File: config.mk
export PLATFORM = sky130hd
export DESIGN_NAME = b_bop_arb
export DESIGN_NICKNAME = d
export VERILOG_FILES = /design/src/rtl/b_bop_arb_pkg.sv /design/src/rtl/b_bop_arb_bop.sv /design/src/rtl/b_bop_arb.sv
export SDC_FILE = /design/constraint.sdc
export NUM_CORES = 1
export LEC_CHECK = 0
export ABC_AREA = 1
export BUFFER_PORTS_ARGS = -buffer_cell sky130_fd_sc_hd__buf_2
export CAP_MARGIN = 25
export CORE_MARGIN = 2
export CORE_UTILIZATION = 45
export CTS_BUF_LIST = sky130_fd_sc_hd__clkbuf_4
export CTS_CLUSTER_SIZE = 28
export DETAILED_ROUTE_END_ITERATION = 10
export GPL_TIMING_DRIVEN = 0
export PLACE_DENSITY_LB_ADDON = 0.2
export REMOVE_ABC_BUFFERS = 1
export SYNTH_ARGS = -nofsm -noshare
export SYNTH_HDL_FRONTEND = slang
export SYNTH_SLANG_ARGS = --single-unit
export TNS_END_PERCENT = 10
File: constraint.sdc
create_clock -name clock -period 1.5 [get_ports clock]
set_input_delay 0.075 -clock clock [delete_from_list [all_inputs] [get_ports clock]]
set_output_delay 0.075 -clock clock [all_outputs]
set_load 0.05 [all_outputs]
File: src/rtl/b_bop_arb_pkg.sv
// Shared definitions for the b_bop arbiter: buffer states, port ids, widths
// and the per-bit truth-table lookup.
package b_bop_arb_pkg;

  typedef enum logic {
    ST_EMPTY = 1'b0,
    ST_FULL  = 1'b1
  } state_e;

  localparam logic PORT0 = 1'b0;
  localparam logic PORT1 = 1'b1;
  localparam int   XLEN  = 32;
  localparam int   LUT_W = 8;

  // One result bit: the truth table indexed by {rd,rs1,rs2}.
  function automatic logic bop_bit(input logic [LUT_W-1:0] lut,
                                   input logic rd, input logic rs1, input logic rs2);
    return lut[{rd, rs1, rs2}];
  endfunction

endpackage

File: src/rtl/b_bop_arb_bop.sv
// Combinational 3-input bitwise LUT: result[i] = lut[{rd[i],rs1[i],rs2[i]}].
module b_bop_arb_bop
  import b_bop_arb_pkg::*;
(
  input  logic [XLEN-1:0]  rd,
  input  logic [XLEN-1:0]  rs1,
  input  logic [XLEN-1:0]  rs2,
  input  logic [LUT_W-1:0] lut,
  output logic [XLEN-1:0]  result
);

  always_comb begin
    result = '0;
    for (int i = 0; i < XLEN; i++) begin
      result[i] = bop_bit(lut, rd[i], rs1[i], rs2[i]);
    end
  end

endmodule

File: src/rtl/b_bop_arb.sv
// Two-port arbiter sharing one b_bop datapath, with a single-entry tagged
// response buffer released under its own valid/ready handshake.
module b_bop_arb
  import b_bop_arb_pkg::*;
#(
  parameter bit ROUND_ROBIN = 1'b1
) (
  input  logic             clock,
  input  logic             reset,
  input  logic             req0_valid,
  output logic             req0_ready,
  input  logic [XLEN-1:0]  req0_rd,
  input  logic [XLEN-1:0]  req0_rs1,
  input  logic [XLEN-1:0]  req0_rs2,
  input  logic [LUT_W-1:0] req0_lut,
  input  logic             req1_valid,
  output logic             req1_ready,
  input  logic [XLEN-1:0]  req1_rd,
  input  logic [XLEN-1:0]  req1_rs1,
  input  logic [XLEN-1:0]  req1_rs2,
  input  logic [LUT_W-1:0] req1_lut,
  output logic             rsp_valid,
  input  logic             rsp_ready,
  output logic [XLEN-1:0]  rsp_result,
  output logic             rsp_id
);

  state_e           r_state;
  state_e           w_state_nxt;
  logic             r_prio;
  logic [XLEN-1:0]  r_result_p1;
  logic             r_id_p1;

  logic             w_accept;
  logic             w_gnt0;
  logic             w_gnt1;
  logic             w_gnt_id;
  logic             w_fire;
  logic [XLEN-1:0]  w_rd;
  logic [XLEN-1:0]  w_rs1;
  logic [XLEN-1:0]  w_rs2;
  logic [LUT_W-1:0] w_lut;
  logic [XLEN-1:0]  w_bop_result;

  // Port 1 wins only if alone, or under round-robin when the pointer favours it.
  assign w_gnt1   = req1_valid & (~req0_valid | (ROUND_ROBIN & (r_prio == PORT1)));
  assign w_gnt0   = req0_valid & ~w_gnt1;
  assign w_gnt_id = w_gnt1 ? PORT1 : PORT0;

  assign req0_ready = w_accept & w_gnt0 & ~reset;
  assign req1_ready = w_accept & w_gnt1 & ~reset;
  assign w_fire     = req0_ready | req1_ready;

  assign w_rd  = w_gnt1 ? req1_rd  : req0_rd;
  assign w_rs1 = w_gnt1 ? req1_rs1 : req0_rs1;
  assign w_rs2 = w_gnt1 ? req1_rs2 : req0_rs2;
  assign w_lut = w_gnt1 ? req1_lut : req0_lut;

  b_bop_arb_bop u_bop (
    .rd     (w_rd),
    .rs1    (w_rs1),
    .rs2    (w_rs2),
    .lut    (w_lut),
    .result (w_bop_result)
  );

  always_ff @(posedge clock) begin
    if (reset) begin
      r_state <= ST_EMPTY;
      r_prio  <= PORT0;
    end else begin
      r_state <= w_state_nxt;
      if (w_fire) r_prio <= ~w_gnt_id;
    end
  end

  always_comb begin
    w_state_nxt = r_state;
    if (w_fire)                                  w_state_nxt = ST_FULL;
    else if ((r_state == ST_FULL) && rsp_ready)  w_state_nxt = ST_EMPTY;
  end

  always_comb begin
    rsp_valid = (r_state == ST_FULL);
    w_accept  = (r_state == ST_EMPTY) | rsp_ready;
  end

  // Stage p1: captured result and tag; they hold when the entry drains.
  always_ff @(posedge clock) begin
    if (reset) begin
      r_result_p1 <= '0;
      r_id_p1     <= PORT0;
    end else if (w_fire) begin
      r_result_p1 <= w_bop_result;
      r_id_p1     <= w_gnt_id;
    end
  end

  assign rsp_result = r_result_p1;
  assign rsp_id     = r_id_p1;

endmodule

Word level (Yosys, flattened, before mapping)
Index checks and enable logic that the tools add are counted.
{ "word_totals": {"register_bits": 35, "latch_bits": 0, "ramBits": 0, "rom_bits": 0, "inputBits": 213, "mem_count": 0} }
{ "classes": {"addsub": 0, "mul": 0, "n_div": 0, "magnitude_cmp": 32, "n_eq_ne": 0, "shifts": 0, "muxes": 71, "bitwise": 14, "reduce_logical": 2} }
{ "ops": {"columns": ["cell", "n"], "rows": [
  ["3-bit by 4-bit < comparator with 1-bit output, second input constant", 32],
  ["1-bit binary-select mux with 3-bit select", 32],
  ["32-bit 2-to-1 mux", 3],
  ["1-bit 2-to-1 mux", 35],
  ["8-bit 2-to-1 mux", 1],
  ["1-bit AND", 6],
  ["1-bit inverter", 5],
  ["1-bit OR", 3],
  ["2-bit nonzero test", 1],
  ["1-bit logical AND", 1]
]} }

Longest topological paths before layout
{ "depth": {"depth_word": 9, "depth_mapped": 13, "ltp_nobuf": 11} }

Modules after synthesis
Synthesis repeated with hierarchy kept, for this count alone.
{ "unflattened": {"cells_unflattened": 1237, "hier_area_um2": 5669.2} }
{ "modules_own_cells": {"columns": ["mod", "n_inst", "cells_each", "area_each_um2", "seq_area_each_um2"], "rows": [
  ["b_bop_arb_bop", 1, 672, 2851.5, 0.0],
  ["b_bop_arb", 1, 565, 2817.7, 700.7]
]} }

Worst setup path before layout
No wires, ideal clock.
{ "synth_path": {"kind": "register to register", "start": "register r_state (netlist: rsp_valid)", "end": "register r_id_p1 (netlist: rsp_id)", "arrival_time_ps": 1751, "required_ps": 1337, "setup_slack_ps": -414, "stages_incl_launch_ff": 7, "n_path_buf": 0, "synth_period_minus_slack_ps": 1914, "cell_sequence": "dfxtp_1 > inv_1 > nor2_1 > inv_1 > nand3_1 > a21oi_1 > o21ai_0"} }
{ "synth_via": {"elab_chain_len": 5, "word_cells_on_any_way": 7, "classes_between": "bitwise (7)"} }
{ "synth_rtl": {"columns": ["element", "line", "rtl"], "rows": [
  ["start: declaration", "b_bop_arb.sv:28", "state_e r_state;"],
  ["start signal: assignment", "b_bop_arb.sv:72", "r_state <= w_state_nxt;"],
  ["1-bit inverter", "b_bop_arb.sv:85", "w_accept = (r_state == ST_EMPTY) | rsp_ready;"],
  ["1-bit OR", "b_bop_arb.sv:85", null],
  ["1-bit AND (2 in a row)", "b_bop_arb.sv:50", "assign req0_ready = w_accept & w_gnt0 & ~reset;"],
  ["net req0_ready", "b_bop_arb.sv:11", "output logic req0_ready,"],
  ["1-bit OR", "b_bop_arb.sv:52", "assign w_fire = req0_ready | req1_ready;"],
  ["end signal: assignment", "b_bop_arb.sv:95", "r_id_p1 <= w_gnt_id;"],
  ["end: declaration", "b_bop_arb.sv:32", "logic r_id_p1;"]
]} }
The timed path passes the listed nets, and every way through them passes these cells.
A chain may end at the register's enable or synchronous reset.

Worst setup path in the final report
{ "layout_path": {"start": "register r_prio", "end": "register r_result_p1[31] (netlist: rsp_result[31])"} }
{ "layout_via": {"elab_chain_len": 7, "word_cells_on_any_way": 15, "classes_between": "mux (6); bitwise (9)"} }
{ "layout_rtl": {"columns": ["element", "line", "rtl"], "rows": [
  ["start: declaration", "b_bop_arb.sv:30", "logic r_prio;"],
  ["start signal: assignment", "b_bop_arb.sv:73", "if (w_fire) r_prio <= ~w_gnt_id;"],
  ["1-bit OR *", "b_bop_arb.sv:46", "assign w_gnt1 = req1_valid & (~req0_valid | (ROUND_ROBIN & (r_prio == PORT1)));"],
  ["1-bit AND *", "b_bop_arb.sv:46", null],
  ["branches (longest 5 deep; another with 8-bit 2-to-1 mux)", null, null],
  ["end signal: assignment", "b_bop_arb.sv:94", "r_result_p1 <= w_bop_result;"],
  ["end: declaration", "b_bop_arb.sv:31", "logic [XLEN-1:0] r_result_p1;"]
]} }
Mark *: on every way between the ends. The select of a mux whose other input is x is not followed.

==> summary.txt <==
Status
  – Run status: finished with violations
  – Violations in the final reports: negative setup slack

Worst hold path
  – Origin of the worst min-delay path: rsp_ready
  – Worst hold stages: 4
  – Hold worst-path end: rsp_valid
  – Path type of the worst min-delay path: in -> reg

Clocking
  – H-tree levels: 2
  – Clock transition at the register clock pins on the worst setup and hold paths after CTS: 0.12 ns
  – Sinks on Clock Net: 35
  – Later-pin clock latency in the skew report: 0.35 ns
  – Clock Root Buffer: sky130_fd_sc_hd__clkbuf_4
  – Number of buffers between clock root and the deepest sink: 2
  – CTS tree: built
  – Number of buffers inserted during clock tree synthesis: 5

Setup path
  – Highest fanout seen on the critical path: 8
  – Register-to-register setup slack: -0.28 ns
  – Required time of the worst setup path: 1.74 ns
  – Cell family contributing the most delay on the critical path: simple AND/OR/NAND/NOR gates
  – Cell with the biggest individual delay on the critical path: sky130_fd_sc_hd__dfxtp_2
  – Worst flop-to-flop path endpoint: rsp_result[31]
  – Number of cell instances on the worst register-to-register path: 12
  – Buffers plus inverters on the worst setup path: 4
  – Number of logic stages on the critical path including buffering: 12
  – Kind of start point of the critical path: flip-flop
  – Highest cell delay on the worst timing path: 0.38 ns
  – Cell Chain, Critical Path: inv_6 > nand2_8 > buf_16 > buf_8 > nand3b_1 > nand2_8 > clkbuf_16 > nand2_1 > nand3_1 > nand3b_1 > nand2_1 > a21oi_1
  – Arrival time at the worst endpoint: 2.02 ns
  – Type of the worst setup path: reg -> reg
  – R2r startpoint: r_prio
  – Category of the worst setup path capture point: flip-flop

Floorplanning
  – Boundary pin count: 249
  – Standard cell core area: 12520 sq um
  – Total number of placement rows: 41
  – DIE AREA: 13660 sq um
  – Starting utilization of the core area: 45.80%
  – Overall die width: 116.9 microns
  – Y dimension of the die: 116.9 microns

Finish
  – Utilization after layout: 65.27%
  – Antenna diode instance count: 0
  – Nets@finish: 1632
  – Most used cells in the layout excluding fill and tap cells: sky130_fd_sc_hd__nand2_1 (516), sky130_fd_sc_hd__buf_2 (245), sky130_fd_sc_hd__nand3_1 (233)
  – Final std cells w/o fill: 1592
  – Area growth from synthesis to layout: 42.51%
  – Fill cells: 1217
  – Most frequent standard cell in the layout excluding fill and tap cells: sky130_fd_sc_hd__nand2_1
  – Proportion of layout cells with a drive suffix above 1: 25.42%

Power and ir drop
  – Total design power: 0.005124 W
  – Worst voltage drop across the vdd grid: 475.9 uV
  – Static leakage: 4.749 nW
  – Power density over the cells: 627.1 nW/um^2

Drt
  – Vias: 8762
  – Detailed-route wire length per cell: 16.50 microns
  – Final Routed Wirelength: 26270 microns
  – Iteration count of the initial detailed-routing pass: 8
  – Initial DRC count: 894
  – Vias per std cell: 5.504
  – Final ANT Viol Nets: 0
  – Drc violations: 0

Global routing
  – Largest net degree at the start of global routing: 66
  – Overall overflow remaining after global route: 0
  – Overall fraction of global-route tracks in use: 37.04%
  – Antenna violations before repair: 0
  – Wire length of the first global-routing pass: 39600 microns
  – Via count of the first global-routing pass: 8084

Job
  – Count of max-cap constraint violations: 0

Synthesis
  – Post-synthesis sequential area ratio: 12.22%
  – Flop and latch count out of synthesis: 35
  – Synth warnings: 0
  – Mapped Area: 5733 sq um
  – Cells after synthesis: 1180
  – Number of distinct library cells after synthesis: 19
  – Mapped Avg Cell Area: 4.858 sq um

Placement
  – Hpwl dp: 13660 microns
  – Number of placed instances with taps included: 1538
  – Final Wtd Congestion: 0.8224
  – PortBufs: 248

STA
  – Unrepaired setup endpoints after global routing: true
  – Final TNS setup: -7.667 ns
  – Measured slew at the worst slew-check pin: 0.4573 ns
  – Tightest slew margin relative to the limit: 69.51%
  – Setup clock skew after layout: 0.01161 ns
  – Final period util: 118.5%
  – Final critical path time including I/O delays and setup: 1.778 ns
  – Final hold vios: 0
  – Slew Viols, Final: 0
  – Endpoints failing setup: 34
  – Maximum clock frequency: 562.5 MHz
  – Final hold slack: 0.1036 ns
  – Final critical-path setup slack: -0.2778 ns
## tightest hold or removal path: cells and delay by family
kind	cells	cell delay [ns]
buffers and inverters	2	0.18
AOI/OAI and AO/OA	1	0.08
and+or+nand+nor	1	0.07
## synthesized netlist by cell type
cell	count	share of area, %
sky130_fd_sc_hd__dfxtp_1	35	12
sky130_fd_sc_hd__a21oi_1	33	2.9
sky130_fd_sc_hd__buf_1	2	0.13
sky130_fd_sc_hd__buf_2	59	5.2
sky130_fd_sc_hd__nand3b_1	50	6.5
sky130_fd_sc_hd__o21ai_1	6	0.52
sky130_fd_sc_hd__a211oi_1	1	0.13
sky130_fd_sc_hd__inv_1	131	8.6
sky130_fd_sc_hd__o21ai_0	62	5.4
sky130_fd_sc_hd__buf_6	2	0.39
sky130_fd_sc_hd__nor2_1	1	0.065
sky130_fd_sc_hd__nor2_2	1	0.11
sky130_fd_sc_hd__nand2_2	5	0.55
sky130_fd_sc_hd__nand2_1	537	35
sky130_fd_sc_hd__nand3_1	242	21
sky130_fd_sc_hd__buf_4	2	0.26
sky130_fd_sc_hd__a31oi_1	1	0.11
sky130_fd_sc_hd__inv_2	3	0.20
sky130_fd_sc_hd__clkbuf_1	7	0.46
## flip-flops by register name, summed over array words and instances, names as in the netlist
| register | count |
|---|---|
| r_prio | 1 |
| rsp_result | 32 |
| rsp_valid | 1 |
| rsp_id | 1 |
## kinds of logic after synthesis
kind of cell,after synthesis,share of synthesized area [%]
and+or+nand+nor,836,63.55
buffers and inverters,206,15.17
AOI/OAI and AO/OA,103,9.057
DFF,35,12.22
## layout make-up
cell class	count	area [sq um]	share of cell area (%)
Multi-Input combinational cell	957	4706	57.60
Clock buffer	6	45.04	0.5513
Clock inverter	2	7.507	0.09188
Inverter	134	511.7	6.263
Timing Repair Buffer	286	1983	24.27
Tap cell	172	215.2	2.634
Sequential cell	35	701.9	8.591
## how the worst max path moves through the flow
| stage | start | endpoint | slack (ns) |
|---|---|---|---|
| floorplan | r_prio | rsp_result[0] | -2.67 |
| global placement | r_prio | rsp_result[26] | -4.68 |
| detailed placement | r_prio | rsp_result[4] | -1.79 |
| CTS | r_prio | rsp_result[22] | -0.23 |
| global route | r_prio | rsp_result[22] | -0.36 |
| finish | r_prio | rsp_result[31] | -0.28 |
## through the flow
step | setup slack (ns) | area (sq um)
CTS | -0.2325 | 7983
detailed placement | -1.794 | 7112
global placement | -4.680 | 6823
floorplan | -2.666 | 5366
global route | -0.3643 | 8170
finish | -0.2778 | 8170
## routing by layer
metal  track usage (%)  up-vias  wire length (microns)
met4             18.59        0                    983
met1             45.17     3867                   9889
met2             61.89      550                  12270
li1                  -     4252                      -
met5                 0        -                      0
met3             7.673       93                   3135
## power breakdown
| part | internal (W) | switching (W) | leakage (nW) |
|---|---|---|---|
| clock | 0.000193 | 0.000375 | 0.0307 |
| combinational | 0.00126 | 0.00222 | 4.43 |
| sequential | 0.00103 | 0.0000475 | 0.290 |
## repair_timing
item                                    in CTS  in global routing
endpoints found under the hold margin        2                  0
hold buffers                                 1                  0
cloned                                      20                  3
endpoints found under the setup margin      37                 35
gates resized for setup                     58                 32
setup buffers                               21                  1
pin swaps                                   17                 16
Power figures use the tool's default switching activity.
